$ cat src/rtl/multicycle_control.sv
// multicycle_control
//   Multi-cycle sequencer for a shared-memory, shared-ALU datapath. Each
//   instruction goes through fetch, decode, execute, memory and writeback
//   states. The block drives the memory handshake, the PC/IR write enables,
//   the operand muxes and the ALU op class, and it counts retired instructions.
//
// Ports
//   clk, rst_n        rising-edge clock, asynchronous active-low reset
//   opcode, funct     IR[31:26] and IR[5:0], stable from DECODE to next FETCH
//   mem_ready         memory finishes the current read/write this cycle
//   mem_read/write    memory request strobes
//   iord              address mux select (0=PC, 1=ALUOut)
//   ir_write          IR load enable
//   pc_write          unconditional PC write
//   pc_write_cond     PC write qualified by the branch condition
//   pc_src            00=ALU result, 01=ALUOut, 10=jump target
//   branch_src        0=equal, 1=greater-than
//   alu_src_a/b       ALU operand mux selects
//   alu_op            00=add, 01=sub/compare, 10=funct-decoded, 11=xor
//   sign_zero         0=sign-extend, 1=zero-extend immediate
//   reg_dst           1=rd, 0=rt
//   mem_to_reg        1=memory data, 0=ALUOut
//   reg_write         register file write enable
//   state             current state (debug)
//   illegal           one-cycle pulse in DECODE on an unsupported opcode
//   retired           retired instruction count, wraps modulo 2^CNT_W
//
// state  | meaning
// -------+-------------------------------------------------
// FETCH  | read instruction at PC, PC+4 into PC on mem_ready
// DECODE | decode opcode, branch target into ALUOut
// MEMADR | compute load/store address
// MEMRD  | load data read, wait for mem_ready
// MEMWB  | write load data into rt
// MEMWR  | store data write, wait for mem_ready
// EXEC   | R-type ALU operation
// ALUWB  | write ALU result into rd
// BRANCH | compare and conditionally update PC
// JUMP   | load jump target into PC
// XEXEC  | xori ALU operation (zero-extended immediate)
// XWB    | write xori result into rt

module multicycle_control #(
    parameter int unsigned CNT_W = 32
) (
    input  logic             clk,
    input  logic             rst_n,
    input  logic [5:0]       opcode,
    input  logic [5:0]       funct,
    input  logic             mem_ready,
    output logic             mem_read,
    output logic             mem_write,
    output logic             iord,
    output logic             ir_write,
    output logic             pc_write,
    output logic             pc_write_cond,
    output logic [1:0]       pc_src,
    output logic             branch_src,
    output logic             alu_src_a,
    output logic [1:0]       alu_src_b,
    output logic [1:0]       alu_op,
    output logic             sign_zero,
    output logic             reg_dst,
    output logic             mem_to_reg,
    output logic             reg_write,
    output logic [3:0]       state,
    output logic             illegal,
    output logic [CNT_W-1:0] retired
);

    typedef enum logic [3:0] {
        S_FETCH  = 4'd0,
        S_DECODE = 4'd1,
        S_MEMADR = 4'd2,
        S_MEMRD  = 4'd3,
        S_MEMWB  = 4'd4,
        S_MEMWR  = 4'd5,
        S_EXEC   = 4'd6,
        S_ALUWB  = 4'd7,
        S_BRANCH = 4'd8,
        S_JUMP   = 4'd9,
        S_XEXEC  = 4'd10,
        S_XWB    = 4'd11
    } state_t;

    localparam logic [5:0] OP_RTYPE = 6'h00;
    localparam logic [5:0] OP_J     = 6'h02;
    localparam logic [5:0] OP_BEQ   = 6'h04;
    localparam logic [5:0] OP_BGT   = 6'h05;
    localparam logic [5:0] OP_XORI  = 6'h0E;
    localparam logic [5:0] OP_LW    = 6'h23;
    localparam logic [5:0] OP_SW    = 6'h2B;

    state_t           state_q;
    state_t           state_d;
    logic             retire;
    logic [CNT_W-1:0] retired_q;

    always_ff @(posedge clk or negedge rst_n) begin
        if (!rst_n) begin
            state_q <= S_FETCH;
        end else begin
            state_q <= state_d;
        end
    end

    always_comb begin
        state_d       = S_FETCH;
        retire        = 1'b0;
        mem_read      = 1'b0;
        mem_write     = 1'b0;
        iord          = 1'b0;
        ir_write      = 1'b0;
        pc_write      = 1'b0;
        pc_write_cond = 1'b0;
        pc_src        = 2'b00;
        branch_src    = 1'b0;
        alu_src_a     = 1'b0;
        alu_src_b     = 2'b00;
        alu_op        = 2'b00;
        sign_zero     = 1'b0;
        reg_dst       = 1'b0;
        mem_to_reg    = 1'b0;
        reg_write     = 1'b0;
        illegal       = 1'b0;

        case (state_q)
            S_FETCH: begin
                mem_read  = 1'b1;
                alu_src_b = 2'b01;
                ir_write  = mem_ready;
                pc_write  = mem_ready;
                state_d   = mem_ready ? S_DECODE : S_FETCH;
            end
            S_DECODE: begin
                alu_src_b  = 2'b11;
                branch_src = (opcode == OP_BGT);
                case (opcode)
                    OP_LW, OP_SW:   state_d = S_MEMADR;
                    OP_RTYPE:       state_d = S_EXEC;
                    OP_BEQ, OP_BGT: state_d = S_BRANCH;
                    OP_XORI:        state_d = S_XEXEC;
                    OP_J:           state_d = S_JUMP;
                    default: begin
                        illegal = 1'b1;
                        state_d = S_FETCH;
                    end
                endcase
            end
            S_MEMADR: begin
                alu_src_a = 1'b1;
                alu_src_b = 2'b10;
                state_d   = (opcode == OP_LW) ? S_MEMRD : S_MEMWR;
            end
            S_MEMRD: begin
                mem_read = 1'b1;
                iord     = 1'b1;
                state_d  = mem_ready ? S_MEMWB : S_MEMRD;
            end
            S_MEMWB: begin
                reg_write  = 1'b1;
                mem_to_reg = 1'b1;
                retire     = 1'b1;
                state_d    = S_FETCH;
            end
            S_MEMWR: begin
                mem_write = 1'b1;
                iord      = 1'b1;
                retire    = mem_ready;
                state_d   = mem_ready ? S_FETCH : S_MEMWR;
            end
            S_EXEC: begin
                alu_src_a = 1'b1;
                alu_op    = 2'b10;
                // shifts take the shift amount from the immediate field
                alu_src_b = (funct == 6'h00 || funct == 6'h02) ? 2'b10 : 2'b00;
                state_d   = S_ALUWB;
            end
            S_ALUWB: begin
                reg_write = 1'b1;
                reg_dst   = 1'b1;
                retire    = 1'b1;
                state_d   = S_FETCH;
            end
            S_XEXEC: begin
                alu_src_a = 1'b1;
                alu_src_b = 2'b10;
                alu_op    = 2'b11;
                sign_zero = 1'b1;
                state_d   = S_XWB;
            end
            S_XWB: begin
                reg_write = 1'b1;
                retire    = 1'b1;
                state_d   = S_FETCH;
            end
            S_BRANCH: begin
                alu_src_a     = 1'b1;
                alu_op        = 2'b01;
                pc_write_cond = 1'b1;
                pc_src        = 2'b01;
                branch_src    = (opcode == OP_BGT);
                retire        = 1'b1;
                state_d       = S_FETCH;
            end
            S_JUMP: begin
                pc_write = 1'b1;
                pc_src   = 2'b10;
                retire   = 1'b1;
                state_d  = S_FETCH;
            end
            // encodings 12-15: all outputs stay 0, recover to FETCH
            default: state_d = S_FETCH;
        endcase
    end

    always_ff @(posedge clk or negedge rst_n) begin
        if (!rst_n) begin
            retired_q <= '0;
        end else if (retire) begin
            retired_q <= retired_q + {{(CNT_W-1){1'b0}}, 1'b1};
        end
    end

    assign retired = retired_q;
    assign state   = state_q;

endmodule

$ cat config.mk
export PLATFORM = sky130hd
export DESIGN_NAME = multicycle_control
export DESIGN_NICKNAME = d
export VERILOG_FILES = /design/src/rtl/multicycle_control.sv
export SDC_FILE = /design/constraint.sdc
export NUM_CORES = 1
export LEC_CHECK = 0
export ABC_AREA = 1
export BUFFER_PORTS_ARGS = -buffer_cell sky130_fd_sc_hd__buf_4
export CORE_MARGIN = 4
export CORE_UTILIZATION = 53
export DETAILED_ROUTE_END_ITERATION = 16
export GPL_TIMING_DRIVEN = 0
export PLACE_DENSITY = 0.8
export SKIP_LAST_GASP = 1
export SYNTH_ARGS = -nofsm -noshare
export SYNTH_HDL_FRONTEND = slang
export SYNTH_SLANG_ARGS = --single-unit
$ cat constraint.sdc
create_clock -name clk -period 1.6 [get_ports clk]
set_clock_uncertainty 0.15 [all_clocks]
set_input_delay 0.08 -clock clk [delete_from_list [all_inputs] [get_ports clk]]
set_output_delay 0.08 -clock clk [all_outputs]
set_load 0.1 [all_outputs]
==> results of run 1 <==
[cells by family after synthesis]
kind of cell / Yosys count / share of synthesized area, %
simple gates: 294 / 47.1
xor+xnor: 11 / 3.72
flops: 36 / 34.8
compound gates: 20 / 4.59
buf+inv: 56 / 9.28
fa+ha+maj: 1 / 0.483
[timing repair]
item,CTS
resized for setup,97
cloned,2
pin swaps,10
hold endpoints to repair,38
hold buffers,5
setup endpoints to repair,54
buffers inserted,24
[metal layers]
| layer | global-route usage, % | overflow |
|---|---|---|
| met4 | 85.6 | 47 |
| met5 | 0 | 0 |
| met2 | 93.3 | 77 |
| met3 | 48.4 | 0 |
| met1 | 70.7 | 1 |
[stage by stage]
| step | hold WS [ps] | std cells |
|---|---|---|
| 2_1_floorplan | -366 | 418 |
| 3_3_place_gp | -90.8 | 553 |
| 3_5_place_dp | -82.6 | 553 |
| 4_1_cts | -1.99 | 591 |
==> flow_metrics.py, run 1 <==
metrics = {
    "floorplan": {
        "rows": 25,
        "die_w_um": 77.9,
        "ios": 70,
        "die_h_um": 77.9,
        "start_util_pct": 54.8,
    },
    "placed_design": {
        "hpwlAfterDp_um": 5790,
        "routabilityCongestion": 0.962,
        "dpl_cell_area_um2": 3350,
        "port_buffers": 68,
        "place_ws_ps": -346,
    },
    "synthesis": {
        "syn-num-nets": 434,
        "synth_top_area_share_pct": 34.8,
        "seq_area_frac_synth_pct": 34.8,
        "synth_area_um2": 2590,
        "synth_cell_types": 26,
        "netlist_instances": 418,
        "synth_top_cell_by_area": "dfrtp_1",
        "synthFlopType": "dfrtp_1",
        "synth_area_leaders": "dfrtp_1, nand2_1, nor2_1",
        "syn_area_per_cell_um2": 6.19,
        "synth_most_common_cell": "nand2_1",
        "synth_edf_count": 0,
        "yosys_register_bits": 36,
        "netlist_top_cells_count": "nand2_1, nor2_1, inv_1",
        "async_flop_share_pct": 100,
        "synth-warning-count": 0,
    },
    "clock_tree": {
        "clockRootBuffer": "clkbuf_8",
        "cts_made_buffers": 5,
        "htreeDepth": 2,
        "cts_buffer_depth": 2,
        "cts_sinks": 36,
    },
    "grt": {
        "grtUsageTotal_pct": 72.6,
        "grt_overflow": 125,
        "grt_max_degree": 37,
    },
    "status": {
        "status": "did not finish",
        "lastStage": "global routing",
        "error_line": "[ERROR GRT-0232] Routing congestion too high. Check the congestion heatmap in the GUI.",
    },
    "sta": {
        "endpoint_type": "top-level output",
        "grt-worst-endpoint": "branch_src",
    },
}
==> run 2, diff against run 1 <==
- CORE_UTILIZATION: 53 -> 40
- PLACE_DENSITY: 0.8 -> unset
- PLACE_DENSITY_LB_ADDON: unset -> 0.15
==> flow_metrics.py, run 2 <==
metrics = {
    "sta": {
        "tightest_slew_ps": 475,
        "period_share_pct": 118,
        "min_period_ps": 1890,
        "setup_viol": 52,
        "slew_headroom_pct": 68.4,
        "finalWorstSetupSlack_ps": -286,
        "fmax_mhz": 530,
        "grt_setup_unrepaired": "true",
        "hold_viol_final": 0,
        "slew_violations": 0,
    },
    "floorplan": {
        "ios": 70,
        "die_w_um": 88.4,
        "die_h_um": 88.4,
        "start_util_pct": 41.0,
        "core-area_um2": 6310,
        "dieArea_um2": 7820,
        "rows": 29,
    },
    "final_layout": {
        "final_cell_mix": "nand2_1, buf_4, nor2_1",
        "multi_input_area_um2": 1780,
        "drive_gt1_share_pct": 41.9,
        "area_delta_synth_final_pct": 70.0,
        "diodes": 0,
        "nets": 547,
        "final_common_cell": "nand2_1",
        "post-route-util_pct": 69.7,
        "largest_register_ffs": 32,
        "regArea_um2": 923,
        "fill_cells": 508,
        "finalNonFillerCells": 609,
    },
    "grt": {
        "grt_overflow": 0,
        "grt_antenna_before_repair": 0,
        "grt_max_degree": 37,
        "grt_pass1_wl_um": 14000,
        "grt_pass1_vias": 2972,
        "grtUsageTotal_pct": 23.1,
    },
    "synthesis": {
        "yosys_register_bits": 36,
        "synth_area_um2": 2590,
        "synth_top_area_share_pct": 34.8,
        "synth_edf_count": 0,
        "netlist_instances": 418,
        "synth_cell_types": 26,
        "synth_area_leaders": "dfrtp_1, nand2_1, nor2_1",
        "synth_top_cell_by_area": "dfrtp_1",
        "async_flop_share_pct": 100,
        "seq_area_frac_synth_pct": 34.8,
        "netlist_top_cells_count": "nand2_1, nor2_1, inv_1",
        "syn-num-nets": 434,
        "syn_area_per_cell_um2": 6.19,
        "synthFlopType": "dfrtp_1",
        "synth_most_common_cell": "nand2_1",
        "synth-warning-count": 0,
    },
    "clock_tree": {
        "path_clk_slew_ps": 70,
        "clockRootBuffer": "clkbuf_8",
        "cts_buffer_depth": 2,
        "cts_tree": "yes",
        "clk_latency_ps": 290,
        "cts_made_buffers": 5,
        "cts_sinks": 36,
        "htreeDepth": 2,
    },
    "routing": {
        "vias": 3070,
        "drt.antenna.violating_nets": 0,
        "initialDrtViolationCount": 165,
        "routed_wl_um": 8930,
        "via_per_inst": 5.04,
        "drc_errors": 0,
        "first_pass_iters": 4,
        "wl_per_cell_um": 14.7,
    },
    "setup_path": {
        "critPathKind": "flip-flop to output pin",
        "critPathLaunchType": "flip-flop",
        "cp-end-kind": "output pin",
        "cp.arrival_ps": 1660,
        "critPathMaxFanout": 6,
        "cp.required_ps": 1370,
    },
    "placed_design": {
        "routabilityCongestion": 0.907,
        "port_buffers": 68,
        "placed_cells": 563,
        "hpwlAfterDp_um": 5880,
    },
    "power": {
        "power.switching_mw": 1.59,
        "p_sw_share_pct": 45.7,
        "peakVddDrop_v": 0.00129,
        "power_leakage_nw": 2.00,
        "p_clk_share_pct": 19.8,
        "power.internal_mw": 1.89,
        "seqPwrFrac_pct": 31.2,
        "p_per_area_nw_per_um2": 790,
        "p_comb_share_pct": 49.1,
    },
    "status": {
        "failed_checks": "setup timing",
        "status": "finished with violations",
    },
    "min_path": {
        "hp-class": "primary input to flip-flop",
    },
    "run": {
        "drv_cap": 0,
    },
}
[run 2: cell families (layout without fill, tap and decap cells)]
logic type | count (synthesis) | after routing | share of synthesized area, %
AO/OA/AOI/OAI | 20 | 20 | 4.59
AND/OR/NAND/NOR | 294 | 294 | 47.1
flip-flops | 36 | 36 | 34.8
adder cells (fa/ha/maj) | 1 | 1 | 0.483
XOR/XNOR | 11 | 11 | 3.72
buffers and inverters | 56 | 170 | 9.28
[run 2: area by class of cell]
cell class,count,area share [%]
clock inverter,2,0.228
clock buffer,6,1.88
buffer,5,1.71
multi-input combinational,326,40.5
inverter,50,5.60
timing repair buffer,107,26.9
sequential,36,21.0
tap,77,2.19
[run 2: critical path, stage by stage, from the launching register on]
cell and delay [ps]:
dfrtp_4 550, nor2_4 170, inv_4 60, nor2_4 160, o21ai_1 80, bufinv_8 180, buf_12 160
[run 2: what timing repair did]
action                                 in CTS  in global routing
endpoints found under the hold margin      39                  0
setup endpoints to repair                  54                 54
gates cloned                                4                  1
hold buffers                                5                  0
gates resized for setup                   104                 65
pin swaps                                  17                 30
setup buffers                              19                 11
[run 2: per-stage QoR]
step / setup TNS, ps / worst slack, ps / total power [mW] / hold WS, ps / cell area [µm²]
finish: -8810 / -286 / 3.48 / 24.8 / 4400
global route: -12860 / -354 / 3.62 / 20.0 / 4400
CTS: -8530 / -266 / 3.33 / -8.65 / 4140
detailed placement: -8060 / -368 / 2.36 / -80.2 / 3360
global placement: -7680 / -347 / 2.34 / -81.5 / 3360
floorplan: -25610 / -814 / 2.07 / -366 / 2760
[run 2: power by group through the flow]
| stage | logic, mW | registers [mW] | clock network, mW |
|---|---|---|---|
| 4_1_cts | 1.56 | 1.07 | 0.705 |
| 5_1_grt | 1.78 | 1.09 | 0.747 |
| 6_report | 1.71 | 1.08 | 0.687 |
| 2_1_floorplan | 0.547 | 1.52 | 0 |
| 3_5_place_dp | 1.26 | 1.09 | 0 |
| 3_3_place_gp | 1.25 | 1.09 | 0 |
[run 2: layer usage]
layer / vias to the layer above / wire length, µm / GRT usage (%) / part of all wire [%]
li1: 1516 / - / - / -
met1: 1440 / 3650 / 28.1 / 41
met2: 102 / 4570 / 41.0 / 51
met3: 12 / 536 / 4.84 / 6.0
met4: 0 / 166 / 6.59 / 1.9
met5: - / 0 / 0 / 0
[run 2: path summary, 6_finish.rpt]
path	from	to	slack, ps	cells after the start
worst max register to register	state[1]	retired[28]	-250	11
max in group asynchronous	rst_n	state[2]	790	2
worst max-delay path	state[3]	branch_src	-290	6
min in group asynchronous	rst_n	retired[1]	140	2
worst min register to register	retired[31]	retired[31]	400	2
worst min-delay path	opcode[2]	state[2]	20	4
Power figures use the tool's default switching activity.
